### config.mk
export PLATFORM = sky130hd
export DESIGN_NAME = arp_tx_sched
export DESIGN_NICKNAME = d
export VERILOG_FILES = /design/src/rtl/arp_pkg.sv /design/src/rtl/key_edge_sync.sv /design/src/rtl/arp_tx_sched.sv
export SDC_FILE = /design/constraint.sdc
export NUM_CORES = 1
export LEC_CHECK = 0
export ABC_AREA = 1
export BUFFER_PORTS_ARGS = -buffer_cell sky130_fd_sc_hd__buf_2
export CORE_ASPECT_RATIO = 0.5
export CORE_UTILIZATION = 40
export DETAILED_ROUTE_END_ITERATION = 10
export PLACE_DENSITY = 0.54
export SLEW_MARGIN = 10
export SYNTH_ARGS = -nofsm -noshare
export SYNTH_HDL_FRONTEND = slang
export SYNTH_HIERARCHICAL = 1
export SYNTH_SLANG_ARGS = --single-unit
### constraint.sdc
create_clock -name clk -period 4.4 [get_ports clk]
set_input_delay 0 -clock clk [delete_from_list [all_inputs] [get_ports clk]]
set_output_delay 0 -clock clk [all_outputs]
set_load 0.01 [all_outputs]
### src/rtl/arp_pkg.sv
// Shared definitions for the ARP transmit scheduler: FSM state encoding and
// the one-bit ARP operation codes used on the rx/tx type signals.
package arp_pkg;

    // Scheduler states
    localparam logic [1:0] ST_IDLE       = 2'd0;
    localparam logic [1:0] ST_WAIT_DONE  = 2'd1;
    localparam logic [1:0] ST_WAIT_REPLY = 2'd2;

    // ARP operation codes as carried on arp_rx_type / arp_tx_type
    localparam logic ARP_TYPE_REQ = 1'b0;
    localparam logic ARP_TYPE_REP = 1'b1;

endpackage

### src/rtl/key_edge_sync.sv
// Two-flop synchroniser for the asynchronous touch key followed by an edge
// register; pulse_o is high for one cycle after a synchronised rising edge.
module key_edge_sync (
    input  logic clk,
    input  logic rst,
    input  logic din_i,
    output logic pulse_o
);

    // sync_q[0..1] form the synchroniser, sync_q[2] holds the previous level
    logic [2:0] sync_q;

    // Shift the key level through the synchroniser and edge register
    always_ff @(posedge clk) begin
        // NOTE: sequential state uses non-blocking assignments so every flop
        // samples the pre-edge value of its neighbour, giving a real shift chain.
        if (rst) begin
            sync_q <= '0;
        end else begin
            sync_q <= {sync_q[1:0], din_i};
        end
    end

    assign pulse_o = sync_q[1] & ~sync_q[2];

endmodule

### src/rtl/arp_tx_sched.sv
// ARP transmit scheduler: merges key-triggered requests and rx-triggered
// replies onto one launch port, waits for tx completion (with watchdog),
// times out unanswered requests, retries, and reports resolved/failed.
// Optional feature: define ARP_AUTO_REQ_EN to queue a request on the first
// cycle after reset deasserts.
module arp_tx_sched
    import arp_pkg::*;
#(
    parameter int RETRY_CYC      = 125_000_000,
    parameter int MAX_RETRY      = 3,
    parameter int TX_TIMEOUT_CYC = 4096
) (
    input  logic                           clk,
    input  logic                           rst,
    input  logic                           touch_key_i,
    input  logic                           arp_rx_done_i,
    input  logic                           arp_rx_type_i,
    input  logic                           arp_tx_done_i,
    output logic                           arp_tx_en_o,
    output logic                           arp_tx_type_o,
    output logic                           arp_busy_o,
    output logic                           arp_resolved_o,
    output logic                           arp_fail_o,
    output logic [$clog2(MAX_RETRY+1)-1:0] retry_cnt_o
);

    localparam int CNT_W   = $clog2(MAX_RETRY + 1);
    localparam int TIMER_W = $clog2(RETRY_CYC + 1);
    localparam int WDOG_W  = $clog2(TX_TIMEOUT_CYC + 1);

    logic [1:0]         state_q,    state_d;
    logic               req_pend_q, req_pend_d;
    logic               rep_pend_q, rep_pend_d;
    logic               req_out_q,  req_out_d;
    logic               resolved_q, resolved_d;
    logic               fail_q,     fail_d;
    logic [CNT_W-1:0]   retry_q,    retry_d;
    logic [TIMER_W-1:0] timer_q,    timer_d;
    logic [WDOG_W-1:0]  wdog_q,     wdog_d;
    logic               tx_type_q,  tx_type_d;
    logic               tx_en_q;

    logic launch;
    logic launch_type;
    logic key_pulse;
    logic boot_req;
    logic rx_req;
    logic rx_rep;

    key_edge_sync u_key_sync (
        .clk     (clk),
        .rst     (rst),
        .din_i   (touch_key_i),
        .pulse_o (key_pulse)
    );

`ifdef ARP_AUTO_REQ_EN
    logic boot_q;

    // One-shot flag: high only for the first cycle after reset releases
    always_ff @(posedge clk) begin
        if (rst) begin
            boot_q <= 1'b1;
        end else begin
            boot_q <= 1'b0;
        end
    end

    assign boot_req = boot_q;
`else
    assign boot_req = 1'b0;
`endif

    assign rx_req = arp_rx_done_i & (arp_rx_type_i == ARP_TYPE_REQ);
    assign rx_rep = arp_rx_done_i & (arp_rx_type_i == ARP_TYPE_REP);

    // Next-state logic: launch arbitration, completion, reply timeout and retries
    always_comb begin
        // NOTE: every signal gets a default before the case so no path leaves
        // it unassigned, which would otherwise infer a latch.
        state_d     = state_q;
        req_out_d   = req_out_q;
        resolved_d  = resolved_q;
        fail_d      = fail_q;
        retry_d     = retry_q;
        timer_d     = (timer_q != '0) ? timer_q - TIMER_W'(1) : '0;
        launch      = 1'b0;
        launch_type = ARP_TYPE_REQ;

        case (state_q)
            ST_IDLE: begin
                // A pending reply always goes out before a pending request
                if (rep_pend_q) begin
                    launch      = 1'b1;
                    launch_type = ARP_TYPE_REP;
                    state_d     = ST_WAIT_DONE;
                end else if (req_pend_q) begin
                    launch      = 1'b1;
                    launch_type = ARP_TYPE_REQ;
                    req_out_d   = 1'b1;
                    resolved_d  = 1'b0;
                    fail_d      = 1'b0;
                    retry_d     = '0;
                    state_d     = ST_WAIT_DONE;
                end
            end
            ST_WAIT_DONE: begin
                if (arp_tx_done_i || (wdog_q == WDOG_W'(TX_TIMEOUT_CYC - 1))) begin
                    if (req_out_q) begin
                        state_d = ST_WAIT_REPLY;
                        // Only a finished request restarts the reply window;
                        // a reply sent mid-wait leaves the running timer alone.
                        if (tx_type_q == ARP_TYPE_REQ) begin
                            timer_d = TIMER_W'(RETRY_CYC);
                        end
                    end else begin
                        state_d = ST_IDLE;
                    end
                end
            end
            ST_WAIT_REPLY: begin
                if (rx_rep) begin
                    resolved_d = 1'b1;
                    req_out_d  = 1'b0;
                    state_d    = ST_IDLE;
                end else if (rep_pend_q) begin
                    launch      = 1'b1;
                    launch_type = ARP_TYPE_REP;
                    state_d     = ST_WAIT_DONE;
                end else if (timer_q == '0) begin
                    if (retry_q < CNT_W'(MAX_RETRY)) begin
                        retry_d     = retry_q + CNT_W'(1);
                        launch      = 1'b1;
                        launch_type = ARP_TYPE_REQ;
                        state_d     = ST_WAIT_DONE;
                    end else begin
                        fail_d    = 1'b1;
                        req_out_d = 1'b0;
                        state_d   = ST_IDLE;
                    end
                end
            end
            default: state_d = ST_IDLE;
        endcase

        // Pending flags: a new event in the launch cycle survives the clear
        rep_pend_d = (rep_pend_q & ~(launch & (launch_type == ARP_TYPE_REP))) | rx_req;
        req_pend_d = (req_pend_q & ~(launch & (launch_type == ARP_TYPE_REQ)))
                   | (key_pulse & ~req_out_q) | boot_req;

        // Watchdog restarts on every launch and saturates at the timeout
        if (launch) begin
            wdog_d = '0;
        end else if ((state_q == ST_WAIT_DONE) && (wdog_q != WDOG_W'(TX_TIMEOUT_CYC))) begin
            wdog_d = wdog_q + WDOG_W'(1);
        end else begin
            wdog_d = wdog_q;
        end

        tx_type_d = launch ? launch_type : tx_type_q;
    end

    // State and output registers with synchronous reset
    always_ff @(posedge clk) begin
        if (rst) begin
            state_q    <= ST_IDLE;
            req_pend_q <= 1'b0;
            rep_pend_q <= 1'b0;
            req_out_q  <= 1'b0;
            resolved_q <= 1'b0;
            fail_q     <= 1'b0;
            retry_q    <= '0;
            timer_q    <= '0;
            wdog_q     <= '0;
            tx_type_q  <= 1'b0;
            tx_en_q    <= 1'b0;
        end else begin
            state_q    <= state_d;
            req_pend_q <= req_pend_d;
            rep_pend_q <= rep_pend_d;
            req_out_q  <= req_out_d;
            resolved_q <= resolved_d;
            fail_q     <= fail_d;
            retry_q    <= retry_d;
            timer_q    <= timer_d;
            wdog_q     <= wdog_d;
            tx_type_q  <= tx_type_d;
            tx_en_q    <= launch;
        end
    end

    assign arp_tx_en_o    = tx_en_q;
    assign arp_tx_type_o  = tx_type_q;
    assign arp_busy_o     = (state_q != ST_IDLE);
    assign arp_resolved_o = resolved_q;
    assign arp_fail_o     = fail_q;
    assign retry_cnt_o    = retry_q;

endmodule

==> metrics.log <==
INFO  metric outcome = finished clean
INFO  metric r2r_slack = 2.38 ns
INFO  metric critPathMaxFanout = 14
INFO  metric synth_edf_count = 0
INFO  metric first_global_vias = 2231
INFO  metric synthDominantCellAreaShare = 0.376
INFO  metric finish.utilization = 0.470
INFO  metric dp_hpwl = 4.37 mm
INFO  metric p_per_area = about 600 nW/um2
INFO  metric ys.warnings.count = 6
INFO  metric clock_tree.htree_level_count = 2
INFO  metric chipHeight = 62.0 um
INFO  metric final_common_cell = sky130_fd_sc_hd__nand2_1
INFO  metric avgSynthCellArea = slightly below 7 um2
INFO  metric syn_inst = about 410
INFO  metric use_met1 = 0.225
INFO  metric yosysSeqAreaShare = 0.376
INFO  metric share_of_post_route_cells_with_drive_strength_above_1 = 0.112
INFO  metric cts_tree = done
INFO  metric cts.reportedPaths.clkPinSlew = 0.07 ns
INFO  metric fin_total_pwr = 0.00197 W
INFO  metric commonest_non_fill_non_tap_cells_in_the_layout = 93 x sky130_fd_sc_hd__nand2_1, 72 x sky130_fd_sc_hd__nor2_1, 55 x sky130_fd_sc_hd__inv_1
INFO  metric cp_data_required_time = 4.57 ns
INFO  metric drc_errors = 0
INFO  metric n_fill_cell = between 600 and 700
INFO  metric timing.critical_path.slowest_stage_cell = sky130_fd_sc_hd__dfxtp_1
INFO  metric syn2layout_area_growth = 11.1%
INFO  metric final_net_count = roughly 440
INFO  metric share_seq_of_total_power = 0.343
INFO  metric ctsLongestPathBuffers = 2
INFO  metric gp_routability_congestion = 0.863
INFO  metric post_synth_main_area_contributors = sky130_fd_sc_hd__dfxtp_1 38%, sky130_fd_sc_hd__nand2_1 12%, sky130_fd_sc_hd__nor2_1 9.4%
INFO  metric relative_slew_slack = 0.647
INFO  metric clock_sink_count = 54
INFO  metric report.final.hold_viol_count = 0
INFO  metric fp-row-count = 21
INFO  metric comb_power_share = 0.431
INFO  metric gr-usage-all-layers = 0.171
INFO  metric use_met3 = 0.0465
INFO  metric multiInputGateArea = 1540 um2
INFO  metric crit_path_frequent_cell = sky130_fd_sc_hd__nand2_1
INFO  metric final-setup-viol-count = 0
INFO  metric cts_hold_repair.buffers = 3
INFO  metric dpl_worst_slack = 2.40 ns
INFO  metric power.internal = 0.00116 W
INFO  metric p_switching = 0.000805 W
INFO  metric hp-class = primary input to flip-flop
INFO  metric synth_top_flop_cell = sky130_fd_sc_hd__dfxtp_1
INFO  metric netlist.top_cell.by_area = sky130_fd_sc_hd__dfxtp_1
INFO  metric finalSetupTns = 0 ns
INFO  metric floorplan_core_area = 6810 um2
INFO  metric power_leakage = 1.39 nW
INFO  metric netSwitchingFraction = 0.409
INFO  metric startpoint_type = flip-flop
INFO  metric synth-async-reset-ratio = 0
INFO  metric fp.dieArea = 7560 um2
INFO  metric max_freq = between 400 and 500 MHz
INFO  metric period_needed = 2.02 ns
INFO  metric period_share = 0.460
INFO  metric first_pass_grt_wire_length = 9.99 mm
INFO  metric vias = 2414
INFO  metric slew_at_the_pin_closest_to_its_max_slew_limit = 0.529 ns
INFO  metric gr-total-overflow = 0
INFO  metric floorplan.initialDensity = 0.423
INFO  metric detail_route.vias_per_cell = 4.63
INFO  metric final.setup.worst_slack = 2.38 ns
INFO  metric cp-end-kind = flip-flop
INFO  metric synth_fp_nets = 423
INFO  metric first_iter_violations = 135
INFO  metric drt-total-wl = about 5.8 mm
INFO  metric final-seq-area = 1080 um2
INFO  metric synth_cell_types = 28
INFO  metric grt_start_max_net_pins = 17
INFO  metric clock_skew = roughly 0.0046 ns
INFO  metric diode_count = 0
INFO  metric grt_antenna_before_repair = 0
INFO  metric dp_cells = 510
INFO  metric fp.dieW = 122 um
INFO  metric ys_ff_latch = 54
INFO  metric grt_setup_unrepaired = false
INFO  metric clock_latency = 0.29 ns
INFO  metric syn-cell-area = 2880 um2
INFO  metric cp.arrival = 2.19 ns
INFO  metric placement.io_buffers = 12
INFO  metric worst_ir_drop_on_vdd = 0.394 mV
INFO  metric antenna_left = 0
INFO  metric crit_path_cell_trace = inv_1 > ha_1 > nand3_1 > nor2_1 > nand2_1 > nand2_1 > inv_1 > nand3_1 > nand2_1 > nor2_1
INFO  metric critPathMaxStageDelay = about 0.42 ns
INFO  metric final-max-slew-violation-count = 0
INFO  metric dr.pass1.iters = 4
INFO  metric clock_power_share = 0.226
INFO  metric most_congested_layer_reported_by_global_routing = met2
INFO  metric pin_count = 13
INFO  metric root_buffer = sky130_fd_sc_hd__clkbuf_16
INFO  metric routedWlPerCell = about 11 um
INFO  metric gr-usage-met2 = 0.280
INFO  metric max_cap_viol_count = 0
INFO  metric cts_buf_count = 5
INFO  metric finish.cell_count_without_fillers = 521
INFO  metric criticalPathCategory = flip-flop to flip-flop
INFO  metric total_of_cells_resized_after_clock_tree_synthesis = 0
INFO  metric setup_fix_bufs_post_cts = 0
==> cells in the mapped netlist, types with 5 or more instances <==
cell type and count:
sky130_fd_sc_hd__dfxtp_1 54, sky130_fd_sc_hd__o21ai_0 13, sky130_fd_sc_hd__a21oi_1 22, sky130_fd_sc_hd__nand2_1 93, sky130_fd_sc_hd__inv_1 55, sky130_fd_sc_hd__o21ai_2 10
sky130_fd_sc_hd__xnor2_1 5, sky130_fd_sc_hd__xor2_1 23, sky130_fd_sc_hd__nor3_1 7, sky130_fd_sc_hd__nor2_1 72, sky130_fd_sc_hd__nand3_1 24, sky130_fd_sc_hd__nor2_2 7
==> final cells by class <==
class,instances,area share
Clock buffer,5,0.0391
Clock inverter,3,0.0125
Inverter,55,0.0646
Multi-Input combinational cell,297,0.481
Sequential cell,54,0.338
Tap cell,92,0.0360
Timing Repair Buffer,15,0.0282
==> logic make-up (layout without fill, tap and decap cells) <==
kind of cell	Yosys count	in the layout	synth area share
AO/OA/AOI/OAI	49	49	0.104
XOR/XNOR	28	28	0.0853
adder cells (fa/ha/maj)	4	4	0.0174
buffers and inverters	62	78	0.0892
flip-flops	54	54	0.376
AND/OR/NAND/NOR	216	216	0.328
==> power by group through the flow <==
stage / Sequential, W / Combinational (W) / Clock, W
floorplan: 0.000664 / 0.000719 / 0
global placement: 0.000684 / 0.000846 / 0
detailed placement: 0.000683 / 0.000850 / 0
CTS: 0.000674 / 0.000859 / 0.000461
global route: 0.000690 / 0.000982 / 0.000484
finish: 0.000674 / 0.000849 / 0.000444
==> worst max-delay path, delay by kind of cell (launching register included) <==
kind	cells	cell delay (ns)
simple gates	7	0.76
flops	1	0.42
fa+ha+maj	1	0.20
buf+inv	2	0.51
==> per-layer routing <==
layer,routed length (um),vias up
met3,210,7
met2,2480,23
met4,61,0
met5,0,-
met1,3060,1074
li1,-,1310
==> state kept, by name (all words and copies together) (netlist names), 2 cells and up <==
name               cells
wdog_q                13
u_key_sync/sync_q      3
state_q                2
timer_q               27
retry_cnt_o            2
==> per-stage QoR <==
stage,instance area (um2),hold slack [ns]
final,3200,0.0435
after global routing,3200,0.0603
after CTS,3200,0.0447
after detailed placement,3000,0.216
after global placement,3000,0.202
after floorplan,2880,0.0712
==> worst paths after layout <==
path / depth (start not counted) / from / end
hold reg to reg: 2 / u_key_sync/sync_q[0] / u_key_sync/sync_q[1]
hold / removal: 2 / rst / u_key_sync/sync_q[1]
setup reg to reg: 10 / wdog_q[0] / wdog_q[6]
setup / recovery: 10 / wdog_q[0] / wdog_q[6]
(Power assumes the default switching activity.)
